`src/rtl/frame_pkt_scheduler_if.sv`:
```
// Stream and packet-control bundle between the frame scheduler, the scope
// datapath (word source) and the UDP packet sender.
interface frame_pkt_scheduler_if;
   logic [31:0] i_in_data;
   logic        i_in_vld;
   logic        o_in_rdy;
   logic [31:0] o_out_data;
   logic        o_out_vld;
   logic        i_out_rdy;
   logic        o_pkt_sync;
   logic [15:0] o_pkt_len;

   // Scheduler side
   modport master (
      input  i_in_data, i_in_vld, i_out_rdy,
      output o_in_rdy, o_out_data, o_out_vld, o_pkt_sync, o_pkt_len
   );

   // Source/sender side
   modport slave (
      output i_in_data, i_in_vld, i_out_rdy,
      input  o_in_rdy, o_out_data, o_out_vld, o_pkt_sync, o_pkt_len
   );
endinterface

```
`src/rtl/frame_pkt_scheduler.sv`:
```
// Splits each acquired frame into sender packets: sync + length, gated word
// stream, inter-packet gap. FRAME_HDR_EN adds a leading header word per packet.
module frame_pkt_scheduler #(
   parameter int unsigned MAX_PKT_WORDS = 360,
   parameter int unsigned GAP_CYCLES    = 64,
   parameter int unsigned TIMEOUT       = 65535
) (
   input  logic                         sys_clk,
   input  logic                         rst_n,
   input  logic                         i_frame_ready,
   input  logic [15:0]                  i_frame_size,
   frame_pkt_scheduler_if.master        bus,
   output logic                         o_busy,
   output logic [15:0]                  o_frame_cnt,
   output logic [7:0]                   o_drop_cnt,
   output logic                         o_err_timeout
);

   localparam int unsigned CHUNK_W = 14;
   localparam int unsigned GAP_W   = 16;
   localparam int unsigned STALL_W = 20;

   typedef enum logic [2:0] {S_IDLE, S_ARM, S_SYNC, S_STREAM, S_GAP} state_t;

   state_t               r_state;
   state_t               w_state_nxt;
   logic                 r_prev_rdy;
   logic [15:0]          r_remaining;
   logic [CHUNK_W-1:0]   r_chunk;
   logic [15:0]          r_pkt_len;
   logic                 r_pkt_sync;
   logic                 r_busy;
   logic [15:0]          r_frame_cnt;
   logic [7:0]           r_drop_cnt;
   logic                 r_err;
   logic [GAP_W-1:0]     r_gap_cnt;
   logic [STALL_W-1:0]   r_stall;
`ifdef FRAME_HDR_EN
   logic                 r_hdr_pend;
   logic [15:0]          r_pkt_idx;
   logic                 w_hdr_phase;
`endif

   logic                 w_new;
   logic                 w_in_stream;
   logic                 w_data_phase;
   logic                 w_move;
   logic                 w_progress;
   logic                 w_last;
   logic                 w_frame_done;
   logic                 w_stall_hit;
   logic                 w_gap_done;
   logic [CHUNK_W-1:0]   w_chunk_nxt;
   logic [CHUNK_W-1:0]   w_len_words;

   assign w_new       = i_frame_ready & ~r_prev_rdy;
   assign w_in_stream = (r_state == S_STREAM);

`ifdef FRAME_HDR_EN
   // Header word occupies the first STREAM beat; the source is held off meanwhile
   assign w_hdr_phase     = w_in_stream & r_hdr_pend;
   assign w_data_phase    = w_in_stream & ~r_hdr_pend;
   assign bus.o_out_data  = w_hdr_phase ? {8'hA5, r_frame_cnt[7:0], r_pkt_idx} : bus.i_in_data;
   assign bus.o_out_vld   = w_hdr_phase | (bus.i_in_vld & w_data_phase);
   assign w_progress      = w_move | (w_hdr_phase & bus.i_out_rdy);
   assign w_len_words     = CHUNK_W'(w_chunk_nxt + CHUNK_W'(1));
`else
   assign w_data_phase    = w_in_stream;
   assign bus.o_out_data  = bus.i_in_data;
   assign bus.o_out_vld   = bus.i_in_vld & w_data_phase;
   assign w_progress      = w_move;
   assign w_len_words     = w_chunk_nxt;
`endif

   assign bus.o_in_rdy   = bus.i_out_rdy & w_data_phase;
   assign bus.o_pkt_sync = r_pkt_sync;
   assign bus.o_pkt_len  = r_pkt_len;

   assign w_move       = w_data_phase & bus.i_in_vld & bus.i_out_rdy;
   assign w_last       = w_move & (r_chunk == CHUNK_W'(1));
   assign w_frame_done = w_last & (r_remaining == 16'd1);
   assign w_stall_hit  = w_in_stream & ~w_progress & (r_stall == STALL_W'(TIMEOUT - 1));
   assign w_gap_done   = (r_gap_cnt == GAP_W'(GAP_CYCLES - 1));
   assign w_chunk_nxt  = (r_remaining > 16'(MAX_PKT_WORDS)) ? CHUNK_W'(MAX_PKT_WORDS)
                                                            : r_remaining[CHUNK_W-1:0];

   assign o_busy        = r_busy;
   assign o_frame_cnt   = r_frame_cnt;
   assign o_drop_cnt    = r_drop_cnt;
   assign o_err_timeout = r_err;

   always_ff @(posedge sys_clk or negedge rst_n) begin
      if (!rst_n) r_state <= S_IDLE;
      else        r_state <= w_state_nxt;
   end

   always_comb begin
      w_state_nxt = r_state;
      case (r_state)
         S_IDLE:   if (w_new && (i_frame_size != 16'd0)) w_state_nxt = S_ARM;
         S_ARM:    w_state_nxt = S_SYNC;
         S_SYNC:   w_state_nxt = S_STREAM;
         S_STREAM: begin
            if (w_stall_hit || w_frame_done) w_state_nxt = S_IDLE;
            else if (w_last)                 w_state_nxt = S_GAP;
         end
         S_GAP:    if (w_gap_done) w_state_nxt = S_ARM;
         default:  w_state_nxt = S_IDLE;
      endcase
   end

   // Frame bookkeeping, packet sizing, gap/stall timers and status counters
   always_ff @(posedge sys_clk or negedge rst_n) begin
      if (!rst_n) begin
         r_prev_rdy  <= 1'b1;
         r_remaining <= '0;
         r_chunk     <= '0;
         r_pkt_len   <= '0;
         r_pkt_sync  <= 1'b0;
         r_busy      <= 1'b0;
         r_frame_cnt <= '0;
         r_drop_cnt  <= '0;
         r_err       <= 1'b0;
         r_gap_cnt   <= '0;
         r_stall     <= '0;
`ifdef FRAME_HDR_EN
         r_hdr_pend  <= 1'b0;
         r_pkt_idx   <= '0;
`endif
      end else begin
         r_prev_rdy <= i_frame_ready;
         r_pkt_sync <= (w_state_nxt == S_SYNC);
         r_busy     <= (w_state_nxt != S_IDLE);

         if ((r_state == S_IDLE) && w_new) begin
            r_remaining <= i_frame_size;
            r_err       <= 1'b0;
`ifdef FRAME_HDR_EN
            r_pkt_idx   <= '0;
`endif
            if (i_frame_size == 16'd0) r_frame_cnt <= r_frame_cnt + 16'd1;
         end

         if ((r_state != S_IDLE) && w_new && (r_drop_cnt != 8'hFF))
            r_drop_cnt <= r_drop_cnt + 8'd1;

         if (r_state == S_ARM) begin
            r_chunk   <= w_chunk_nxt;
            r_pkt_len <= {w_len_words, 2'b00};
`ifdef FRAME_HDR_EN
            r_hdr_pend <= 1'b1;
`endif
         end

`ifdef FRAME_HDR_EN
         if (w_hdr_phase && bus.i_out_rdy) r_hdr_pend <= 1'b0;
         if (w_last)                       r_pkt_idx  <= r_pkt_idx + 16'd1;
`endif

         if (w_move) begin
            r_chunk     <= r_chunk - CHUNK_W'(1);
            r_remaining <= r_remaining - 16'd1;
         end

         if (w_frame_done) r_frame_cnt <= r_frame_cnt + 16'd1;
         if (w_stall_hit)  r_err       <= 1'b1;

         if (!w_in_stream || w_progress) r_stall <= '0;
         else                            r_stall <= r_stall + STALL_W'(1);

         if (r_state == S_GAP) r_gap_cnt <= r_gap_cnt + GAP_W'(1);
         else                  r_gap_cnt <= '0;
      end
   end

endmodule
```
`src/flat_wrapper.sv`:
```
// flat-port wrapper written by rule: the top's interface ports become plain ports
module frame_pkt_scheduler_flat 
#(
   parameter int unsigned MAX_PKT_WORDS = 360,
   parameter int unsigned GAP_CYCLES    = 64,
   parameter int unsigned TIMEOUT       = 65535
)
  (sys_clk, rst_n, i_frame_ready, i_frame_size, o_busy, o_frame_cnt, o_drop_cnt, o_err_timeout, bus_i_in_data, bus_i_in_vld, bus_i_out_rdy, bus_o_in_rdy, bus_o_out_data, bus_o_out_vld, bus_o_pkt_sync, bus_o_pkt_len);
  frame_pkt_scheduler_if bus_i ();
  input  logic sys_clk;
  input  logic rst_n;
  input  logic i_frame_ready;
  input  logic [15:0] i_frame_size;
  output logic o_busy;
  output logic [15:0] o_frame_cnt;
  output logic [7:0] o_drop_cnt;
  output logic o_err_timeout;
  input wire logic [$bits(bus_i.i_in_data)-1:0] bus_i_in_data;
  input wire logic [$bits(bus_i.i_in_vld)-1:0] bus_i_in_vld;
  input wire logic [$bits(bus_i.i_out_rdy)-1:0] bus_i_out_rdy;
  output wire logic [$bits(bus_i.o_in_rdy)-1:0] bus_o_in_rdy;
  output wire logic [$bits(bus_i.o_out_data)-1:0] bus_o_out_data;
  output wire logic [$bits(bus_i.o_out_vld)-1:0] bus_o_out_vld;
  output wire logic [$bits(bus_i.o_pkt_sync)-1:0] bus_o_pkt_sync;
  output wire logic [$bits(bus_i.o_pkt_len)-1:0] bus_o_pkt_len;
  assign bus_i.i_in_data = bus_i_in_data;
  assign bus_i.i_in_vld = bus_i_in_vld;
  assign bus_i.i_out_rdy = bus_i_out_rdy;
  assign bus_o_in_rdy = bus_i.o_in_rdy;
  assign bus_o_out_data = bus_i.o_out_data;
  assign bus_o_out_vld = bus_i.o_out_vld;
  assign bus_o_pkt_sync = bus_i.o_pkt_sync;
  assign bus_o_pkt_len = bus_i.o_pkt_len;
  frame_pkt_scheduler #(.MAX_PKT_WORDS(MAX_PKT_WORDS), .GAP_CYCLES(GAP_CYCLES), .TIMEOUT(TIMEOUT)) u_core (.sys_clk(sys_clk), .rst_n(rst_n), .i_frame_ready(i_frame_ready), .i_frame_size(i_frame_size), .bus(bus_i), .o_busy(o_busy), .o_frame_cnt(o_frame_cnt), .o_drop_cnt(o_drop_cnt), .o_err_timeout(o_err_timeout));
endmodule
```
`config.mk`:
```
export PLATFORM = sky130hd
export DESIGN_NAME = frame_pkt_scheduler_flat
export DESIGN_NICKNAME = d
export VERILOG_FILES = /design/src/rtl/frame_pkt_scheduler_if.sv /design/src/rtl/frame_pkt_scheduler.sv /design/src/flat_wrapper.sv
export SDC_FILE = /design/constraint.sdc
export NUM_CORES = 1
export LEC_CHECK = 0
export ABC_AREA = 1
export CORE_ASPECT_RATIO = 0.6
export CORE_UTILIZATION = 33
export CTS_CLUSTER_DIAMETER = 50
export DETAILED_ROUTE_END_ITERATION = 7
export HOLD_SLACK_MARGIN = 0.06
export PLACE_DENSITY_LB_ADDON = 0.08
export SLEW_MARGIN = 20
export SYNTH_ARGS = -nofsm -noshare
export SYNTH_HDL_FRONTEND = slang
export SYNTH_SLANG_ARGS = --single-unit
export TNS_END_PERCENT = 100
```
`constraint.sdc`:
```
create_clock -name sys_clk -period 3.32 [get_ports sys_clk]
set_input_delay 0.332 -clock sys_clk [delete_from_list [all_inputs] [get_ports sys_clk]]
set_output_delay 0.332 -clock sys_clk [all_outputs]
set_load 0.05 [all_outputs]
```
==> results of run 1 <==
==> critical path, stage by stage, from the launching register on <==
cell and delay, ns:
dfrtp_1 0.43, inv_1 0.21, nand3_4 0.15, nor2_1 0.11, clkdlybuf4s50_1 0.81
==> cells in the mapped netlist <==
master / instances / area share [%]
nor2_1: 120 / 7.1
clkbuf_1: 1 / 0.059
dfstp_2: 1 / 0.41
nor3_4: 1 / 0.26
a22oi_1: 4 / 0.47
inv_2: 2 / 0.12
nand3_4: 1 / 0.28
nor3_1: 18 / 1.4
nor2_4: 3 / 0.53
buf_4: 37 / 4.4
dfrtp_1: 110 / 43
o22ai_1: 3 / 0.29
xnor2_1: 6 / 0.83
nor3b_1: 1 / 0.12
o221ai_1: 1 / 0.14
ha_1: 10 / 2.0
o21ai_0: 47 / 3.7
buf_6: 4 / 0.71
a21oi_2: 1 / 0.14
nor3_2: 3 / 0.47
xor2_1: 30 / 4.1
nor4_1: 1 / 0.098
and2_1: 2 / 0.20
a31oi_1: 3 / 0.29
conb_1: 1 / 0.059
buf_2: 3 / 0.24
inv_1: 105 / 6.2
nor2_2: 3 / 0.29
nand2_2: 2 / 0.20
buf_8: 1 / 0.24
nand3_1: 63 / 5.0
nand4_1: 13 / 1.3
nand2_1: 203 / 12
o211ai_1: 5 / 0.59
a21oi_1: 21 / 1.7
nand3_2: 2 / 0.31
nand3b_1: 2 / 0.24
o21a_1: 3 / 0.35
o21ai_1: 2 / 0.16
==> per-stage QoR <==
step	std cells	hold WS (ns)	power [mW]
final	1119	0.416	4.71
after global placement	1102	0.356	3.56
after floorplan	840	0.0364	3.16
after CTS	1119	0.405	4.76
after detailed placement	1102	0.360	3.58
after global routing	1119	0.421	5.03
==> per-layer routing <==
metal	vias up	routed length (um)	GRT usage, %
li1	2693	-	-
met1	2497	8870	26.4
met2	128	6020	22.4
met3	31	750	3.08
met4	0	187	3.93
met5	-	0	0
==> worst paths after layout <==
kind                                startpoint                      end  slack (ns)  depth (start not counted)
setup / recovery             u_core.r_state[2]             bus_o_in_rdy        0.95                          4
hold / removal                   i_frame_ready        u_core.r_prev_rdy        0.42                          1
setup reg to reg             u_core.r_state[2]        u_core.r_chunk[1]        1.24                          9
hold reg to reg            u_core.r_gap_cnt[0]      u_core.r_gap_cnt[0]        0.46                          1
max in group asynchronous                rst_n        u_core.r_prev_rdy        2.02                          3
min in group asynchronous                rst_n  u_core.bus.o_pkt_len[6]        0.50                          2
==> state kept, by name, indices dropped and copies added (netlist names) <==
signal                 count
u_core.r_gap_cnt          16
u_core.r_state             3
u_core.o_drop_cnt          8
u_core.bus.o_pkt_sync      1
u_core.r_remaining        16
u_core.r_chunk            14
u_core.bus.o_pkt_len      14
u_core.o_busy              1
u_core.o_err_timeout       1
u_core.r_stall            20
u_core.r_prev_rdy          1
u_core.o_frame_cnt        16
==> cell type report <==
type	instances	area, sq um
repair buffers	69	688
inverters	107	402
clock buffers	9	225
clock inverters	7	86.3
fillers	1872	11100
multi-input cells	576	2830
well taps	240	300
flip-flops and latches	111	2780
==> logic make-up after synthesis <==
family	count (synthesis)	share of synthesized area, %
AND/OR/NAND/NOR	438	29.7
buffers and inverters	153	11.9
flip-flops	111	43.7
AO/OA/AOI/OAI	90	7.78
XOR/XNOR	36	4.95
adder cells (fa/ha/maj)	10	1.97
other	1	0.0589
==> where the power goes <==
part | total, mW | switching, mW | internal (mW)
Clock | 1.16 | 0.554 | 0.604
Sequential | 1.89 | 0.275 | 1.62
Combinational | 1.66 | 1.11 | 0.550
Total | 4.71 | 1.94 | 2.77
==> impl_metrics.yaml, run 1 <==
cts:
  cts_root_buffer: "clkbuf_16"
  postCtsResizedCells: 0
  clk_latency_ns: 0.35
  clk_pin_slew_worst_paths_ns: 0.07
  postCtsSetupBuffers: 0
  cts_buffers: 9
  hold_buffers: 1
  clockBufferDepth: 2
  tritoncts: "built"
  htree_levels: 3
  clock_sinks: 111
timing:
  rsz0062_at_grt: "false"
  hold_viol_final: 0
  worst_pin_slew_ns: 0.656
  period_needed_ns: 2.37
  fin_crit_sh_pct: 71.5
  tns_ns: 0
  drv_slew: 0
  maxSlewHeadroom_pct: 56.3
  fmax_mhz: 421
  fin_skew_ns: 0.0117
  setup_viol: 0
  fin_ws_ns: 0.946
critical_path:
  crit_fanout: 5
  critPathArrivalTime_ns: 2.04
  crit_type: "flip-flop to output port"
  cp-end-kind: "output port"
  critPathRequiredTime_ns: 2.99
  cp-start-kind: "flip-flop"
finish:
  fin_nets: 937
  area_growth_pct: 14.9
  layout-drive-gt1-share_pct: 4.66
  mostFrequentLayoutCells: "203 x nand2_1, 120 x nor2_1, 110 x dfrtp_1"
  layout_commonest_cell: "nand2_1"
  diodes: 0
  utilization_pct: 39.6
  final_area_sq_mm: 0.00731
placement:
  dp_slack_ns: 0.991
  globalplace.congestion: 0.864
  placed_area_sq_mm: 0.00699
  portBuffers: 63
  place_hpwl_um: 12000
global_route:
  grt_start_max_net_pins: 51
  grt_pass1_wl_um: 26000
  first_global_vias: 4963
  overflow: 0
  antenna_found_initial: 0
  track_usage_pct: 16.6
routing:
  route.detailed.drc: 0
  routedWlPerCell_um: 14.1
  dr.pass1.iters: 5
  ant_nets: 0
  drt_first_iter_violations: 435
  vias: 5349
  wl_um: 15800
  via_per_inst: 4.78
logic_synthesis:
  syn_inst: 839
  postSynthAreaPerCell_sq_um: 7.59
  syn_area_sq_mm: 0.00637
  ys_types: 39
  ys_warn_count: 0
  synth-seq-area-share_pct: 43.7
  synth-seq-cells: 111
floorplanning:
  die-area_sq_mm: 0.0199
  dieHeight_um: 110
  ioPinCount: 130
  core_sq_mm: 0.0184
  die_w_um: 181
  rows: 38
  start_util_pct: 34.5
run_status:
  outcome: "complete, no violations"
power:
  irDropWorstVdd_mv: 0.270
  pwr_density_cell_mw_per_mm2: 644
  leakage_nw: 3.43
worst_hold_path:
  hold_class: "primary input to flip-flop"
flow_run:
  drv_cap: 0
Note: power is estimated with default switching activity, not from simulation.
==> run 2: changes to the inputs <==
- clock period: 3.32 -> 2.2 ns (I/O delays scaled with it)
==> impl_metrics.yaml, run 2 (synthesis results as in run 1) <==
critical_path:
  critPathSlowestCell: "clkdlybuf4s50_1"
  path_buf_inv: 1
  slowest_delay_ns: 0.85
  critPathRequiredTime_ns: 1.98
  crit_fanout: 6
  critPathTopFamily: "buffers and inverters"
  cp-end-kind: "output port"
  critPathArrivalTime_ns: 1.67
  crit_type: "flip-flop to output port"
  path_cells: "clkdlybuf4s50_1"
  cp-start-kind: "flip-flop"
  r2r_slack_ns: 0.40
global_route:
  grt_pass1_wl_um: 26600
  overflow: 0
  track_usage_pct: 17.1
  first_global_vias: 5186
  grt_start_max_net_pins: 54
  antenna_found_initial: 0
finish:
  largest_reg_flops: 20
  top_register: "u_core.r_stall"
  layout_commonest_cell: "nand2_1"
  mostFrequentLayoutCells: "203 x nand2_1, 120 x nor2_1, 110 x dfrtp_1"
  diodes: 0
  fin_nets: 947
  layout-drive-gt1-share_pct: 5.96
  area_growth_pct: 16.7
placement:
  dp_slack_ns: 0.137
  globalplace.congestion: 0.871
  place_hpwl_um: 12100
  portBuffers: 63
timing:
  fin_ws_ns: 0.308
  drv_slew: 0
  maxSlewHeadroom_pct: 56.8
  worst_pin_slew_ns: 0.646
  hold_viol_final: 0
  fin_skew_ns: 0.0155
  tns_ns: 0
  rsz0062_at_grt: "false"
  fin_crit_sh_pct: 86.0
  hold-worst-slack_ns: 0.251
  setup_viol: 0
  period_needed_ns: 1.89
  fmax_mhz: 529
power:
  swShare_pct: 40.3
  p_sw_mw: 2.95
  seqPwrFrac_pct: 39.1
  p_comb_share_pct: 35.6
  pwr_density_cell_mw_per_mm2: 985
  irDropWorstVdd_mv: 0.478
  power_frac_clock_pct: 25.3
  leakage_nw: 3.51
  p_int_mw: 4.37
cts:
  clock_sinks: 111
  tritoncts: "built"
  clk_pin_slew_worst_paths_ns: 0.09
  cts_buffers: 9
  clockBufferDepth: 2
  clk_latency_ns: 0.36
  cts_root_buffer: "clkbuf_16"
  postCtsSetupBuffers: 0
  htree_levels: 3
routing:
  route.detailed.drc: 0
  routedWlPerCell_um: 14.1
  via_per_inst: 4.78
  drt_first_iter_violations: 330
  wl_um: 15900
  ant_nets: 0
  vias: 5397
  dr.pass1.iters: 5
floorplanning:
  die-area_sq_mm: 0.0199
  ioPinCount: 130
  die_w_um: 181
  rows: 38
  core_sq_mm: 0.0184
  dieHeight_um: 110
  start_util_pct: 34.5
worst_hold_path:
  hold_class: "primary input to async pin"
flow_run:
  drv_cap: 0
run_status:
  outcome: "complete, no violations"
==> run 2: cell type report <==
cell class | instances | area (sq um)
fill | 1923 | 11000
multi-input combinational | 576 | 2830
sequential | 111 | 2780
timing repair buffer | 79 | 783
inverter | 107 | 402
tap | 240 | 300
clock buffer | 9 | 225
clock inverter | 7 | 109
==> run 2: worst paths after layout <==
path / from / endpoint / cells after the start
setup / recovery: u_core.o_frame_cnt[0] / o_frame_cnt[0] / 1
hold / removal: rst_n / u_core.r_chunk[10] / 2
setup reg to reg: u_core.r_chunk[0] / u_core.r_chunk[8] / 9
hold reg to reg: u_core.r_gap_cnt[0] / u_core.r_gap_cnt[0] / 1
max in group asynchronous: rst_n / u_core.r_prev_rdy / 3
min in group sys_clk: i_frame_ready / u_core.r_prev_rdy / 1
==> run 2: per-layer routing <==
layer | vias to the layer above | track usage [%] | routed length [um]
li1 | 2718 | - | -
met1 | 2536 | 26.5 | 8850
met2 | 114 | 23.7 | 6290
met3 | 29 | 3.54 | 673
met4 | 0 | 4.00 | 131
met5 | - | 0 | 0
==> run 2: stage by stage <==
step	power [mW]	std cells	instance area (sq um)	util (%)
floorplan	4.78	840	6370	-
global placement	5.46	1112	7090	38.4
detailed placement	5.49	1112	7090	38.4
CTS	7.42	1129	7430	40.3
global route	7.85	1129	7430	40.3
finish	7.32	1129	7430	40.3
==> run 2: power groups by stage <==
stage,combinational (mW),sequential (mW),clock [mW]
finish,2.60,2.86,1.85
global route,2.92,2.92,2.01
CTS,2.61,2.85,1.95
detailed placement,2.61,2.89,0
global placement,2.58,2.89,0
floorplan,1.62,3.16,0
==> run 2: timing repair <==
item,in CTS,in global routing
endpoints found under the hold margin,110,0
resized for setup,0,0
hold buffers,1,0
==> run 3: changes to the inputs <==
- CORE_MARGIN: not set -> 1.5
- TNS_END_PERCENT: 100 -> 5
==> impl_metrics.yaml, run 3 (synthesis results as in run 1) <==
timing:
  fin_skew_ns: 0.00940
  hold-worst-slack_ns: 0.307
  maxSlewHeadroom_pct: 56.6
  fmax_mhz: 514
  fin_crit_sh_pct: 88.4
  period_needed_ns: 1.94
  hold_viol_final: 0
  setup_viol: 0
  rsz0062_at_grt: "false"
  drv_slew: 0
  fin_ws_ns: 0.256
  worst_pin_slew_ns: 0.648
  tns_ns: 0
finish:
  utilization_pct: 39.1
  mostFrequentLayoutCells: "203 x nand2_1, 120 x nor2_1, 110 x dfrtp_1"
  stdcell_count: 1137
  diodes: 0
  top_register: "u_core.r_stall"
  final_area_sq_mm: 0.00741
  fill_cells: 1907
  largest_reg_flops: 20
  layout-drive-gt1-share_pct: 6.06
  layout_commonest_cell: "nand2_1"
  fin_nets: 949
  seq_area_sq_mm: 0.00278
  multi_input_area_sq_mm: 0.00283
  area_growth_pct: 16.5
critical_path:
  r2r-start: "u_core.r_state[2]"
  cp-start-kind: "flip-flop"
  worst-r2r-cell-count: 7
  crit_fanout: 19
  critPathArrivalTime_ns: 2.18
  reg2reg_to: "u_core.r_remaining[12]"
  critPathRequiredTime_ns: 2.43
  crit_type: "flip-flop to flip-flop"
  r2r_slack_ns: 0.26
  cp-end-kind: "flip-flop"
power:
  leakage_nw: 3.49
  finalPower_mw: 7.18
  irDropWorstVdd_mv: 0.439
  pwr_density_cell_mw_per_mm2: 968
routing:
  met1_length_um: 8900
  drt_first_iter_violations: 410
  dr.pass1.iters: 5
  vias: 5395
  wl_met3_um: 737
  via_per_inst: 4.74
  topRoutingLayerUsed: "met4"
  wl_um: 16000
  routedWlPerCell_um: 14.1
  dr_wl_met2_um: 6190
  ant_nets: 0
  route.detailed.drc: 0
placement:
  globalplace.congestion: 0.860
  place_inst: 1120
  placed_area_sq_mm: 0.00710
  place_hpwl_um: 12100
  portBuffers: 63
  dp_slack_ns: 0.159
worst_hold_path:
  min-delay-start: "i_frame_ready"
  hold_class: "primary input to flip-flop"
  holdPathEnd: "u_core.r_prev_rdy"
  hold_depth: 1
cts:
  tritoncts: "built"
  cts_root_buffer: "clkbuf_16"
  clk_latency_ns: 0.36
  htree_levels: 3
  postCtsResizedCells: 0
  clockBufferDepth: 2
  clk_pin_slew_worst_paths_ns: 0.08
  cts_buffers: 9
  clock_sinks: 111
global_route:
  first_global_vias: 5143
  track_usage_pct: 16.6
  grt_start_max_net_pins: 53
  antenna_found_initial: 0
  overflow: 0
  grt_pass1_wl_um: 26700
floorplanning:
  die-area_sq_mm: 0.0202
  rows: 39
  start_util_pct: 33.5
  dieHeight_um: 111
  die_w_um: 182
  core_sq_mm: 0.0190
  ioPinCount: 130
flow_run:
  drv_cap: 0
run_status:
  outcome: "complete, no violations"
[run 3: cell count changes in the layout (fill, tap and decap cells not counted)]
cell,change
buf_12,-1
buf_4,+3
bufinv_16,-1
clkbuf_1,+1
clkbuf_8,+1
clkinvlp_4,+1
inv_8,-2
[run 3: how the worst max path moves through the flow]
stage                         startpoint                endpoint  cells after the start
floorplan           u_core.o_drop_cnt[1]    u_core.o_drop_cnt[4]                      7
global placement            bus_i_in_vld   u_core.r_remaining[1]                      7
detailed placement         bus_i_out_rdy       u_core.r_chunk[4]                      7
CTS                    u_core.r_state[2]       u_core.r_chunk[4]                      7
global route           u_core.r_state[2]  u_core.r_remaining[12]                      7
finish                 u_core.r_state[2]  u_core.r_remaining[12]                      7
[run 3: timing repair]
| item | in CTS | in global routing |
|---|---|---|
| setup buffers | 0 | 0 |
| hold endpoints to repair | 20 | 0 |
| hold buffers | 1 | 0 |
[run 3: final cells by class]
cell class,count,share of cell area (%)
clock buffers,11,3.27
well taps,246,4.15
flip-flops and latches,111,37.5
repair buffers,81,10.6
clock inverters,5,0.861
multi-input cells,576,38.2
inverters,107,5.42
[run 3: metal layers]
metal  up-vias  global-route usage [%]
met4         0                    4.24
met1      2535                    26.7
li1       2713                       -
met3        33                    4.12
met2       114                    21.5
met5         -                       0
[run 3: worst max-delay path, cell delays in order, from the launching register on]
cell     delay [ns]
dfrtp_1        0.42
inv_1          0.20
nand3_4        0.15
nor3_4         0.22
buf_4          0.31
inv_2          0.21
o21ai_0        0.20
o21ai_0        0.10
[run 3: power by group]
| group | total (mW) | internal, mW | switching (mW) | leakage, nW |
|---|---|---|---|---|
| combinational | 2.58 | 0.884 | 1.70 | 1.94 |
| sequential | 2.86 | 2.44 | 0.423 | 1.41 |
| clock | 1.73 | 0.929 | 0.804 | 0.147 |
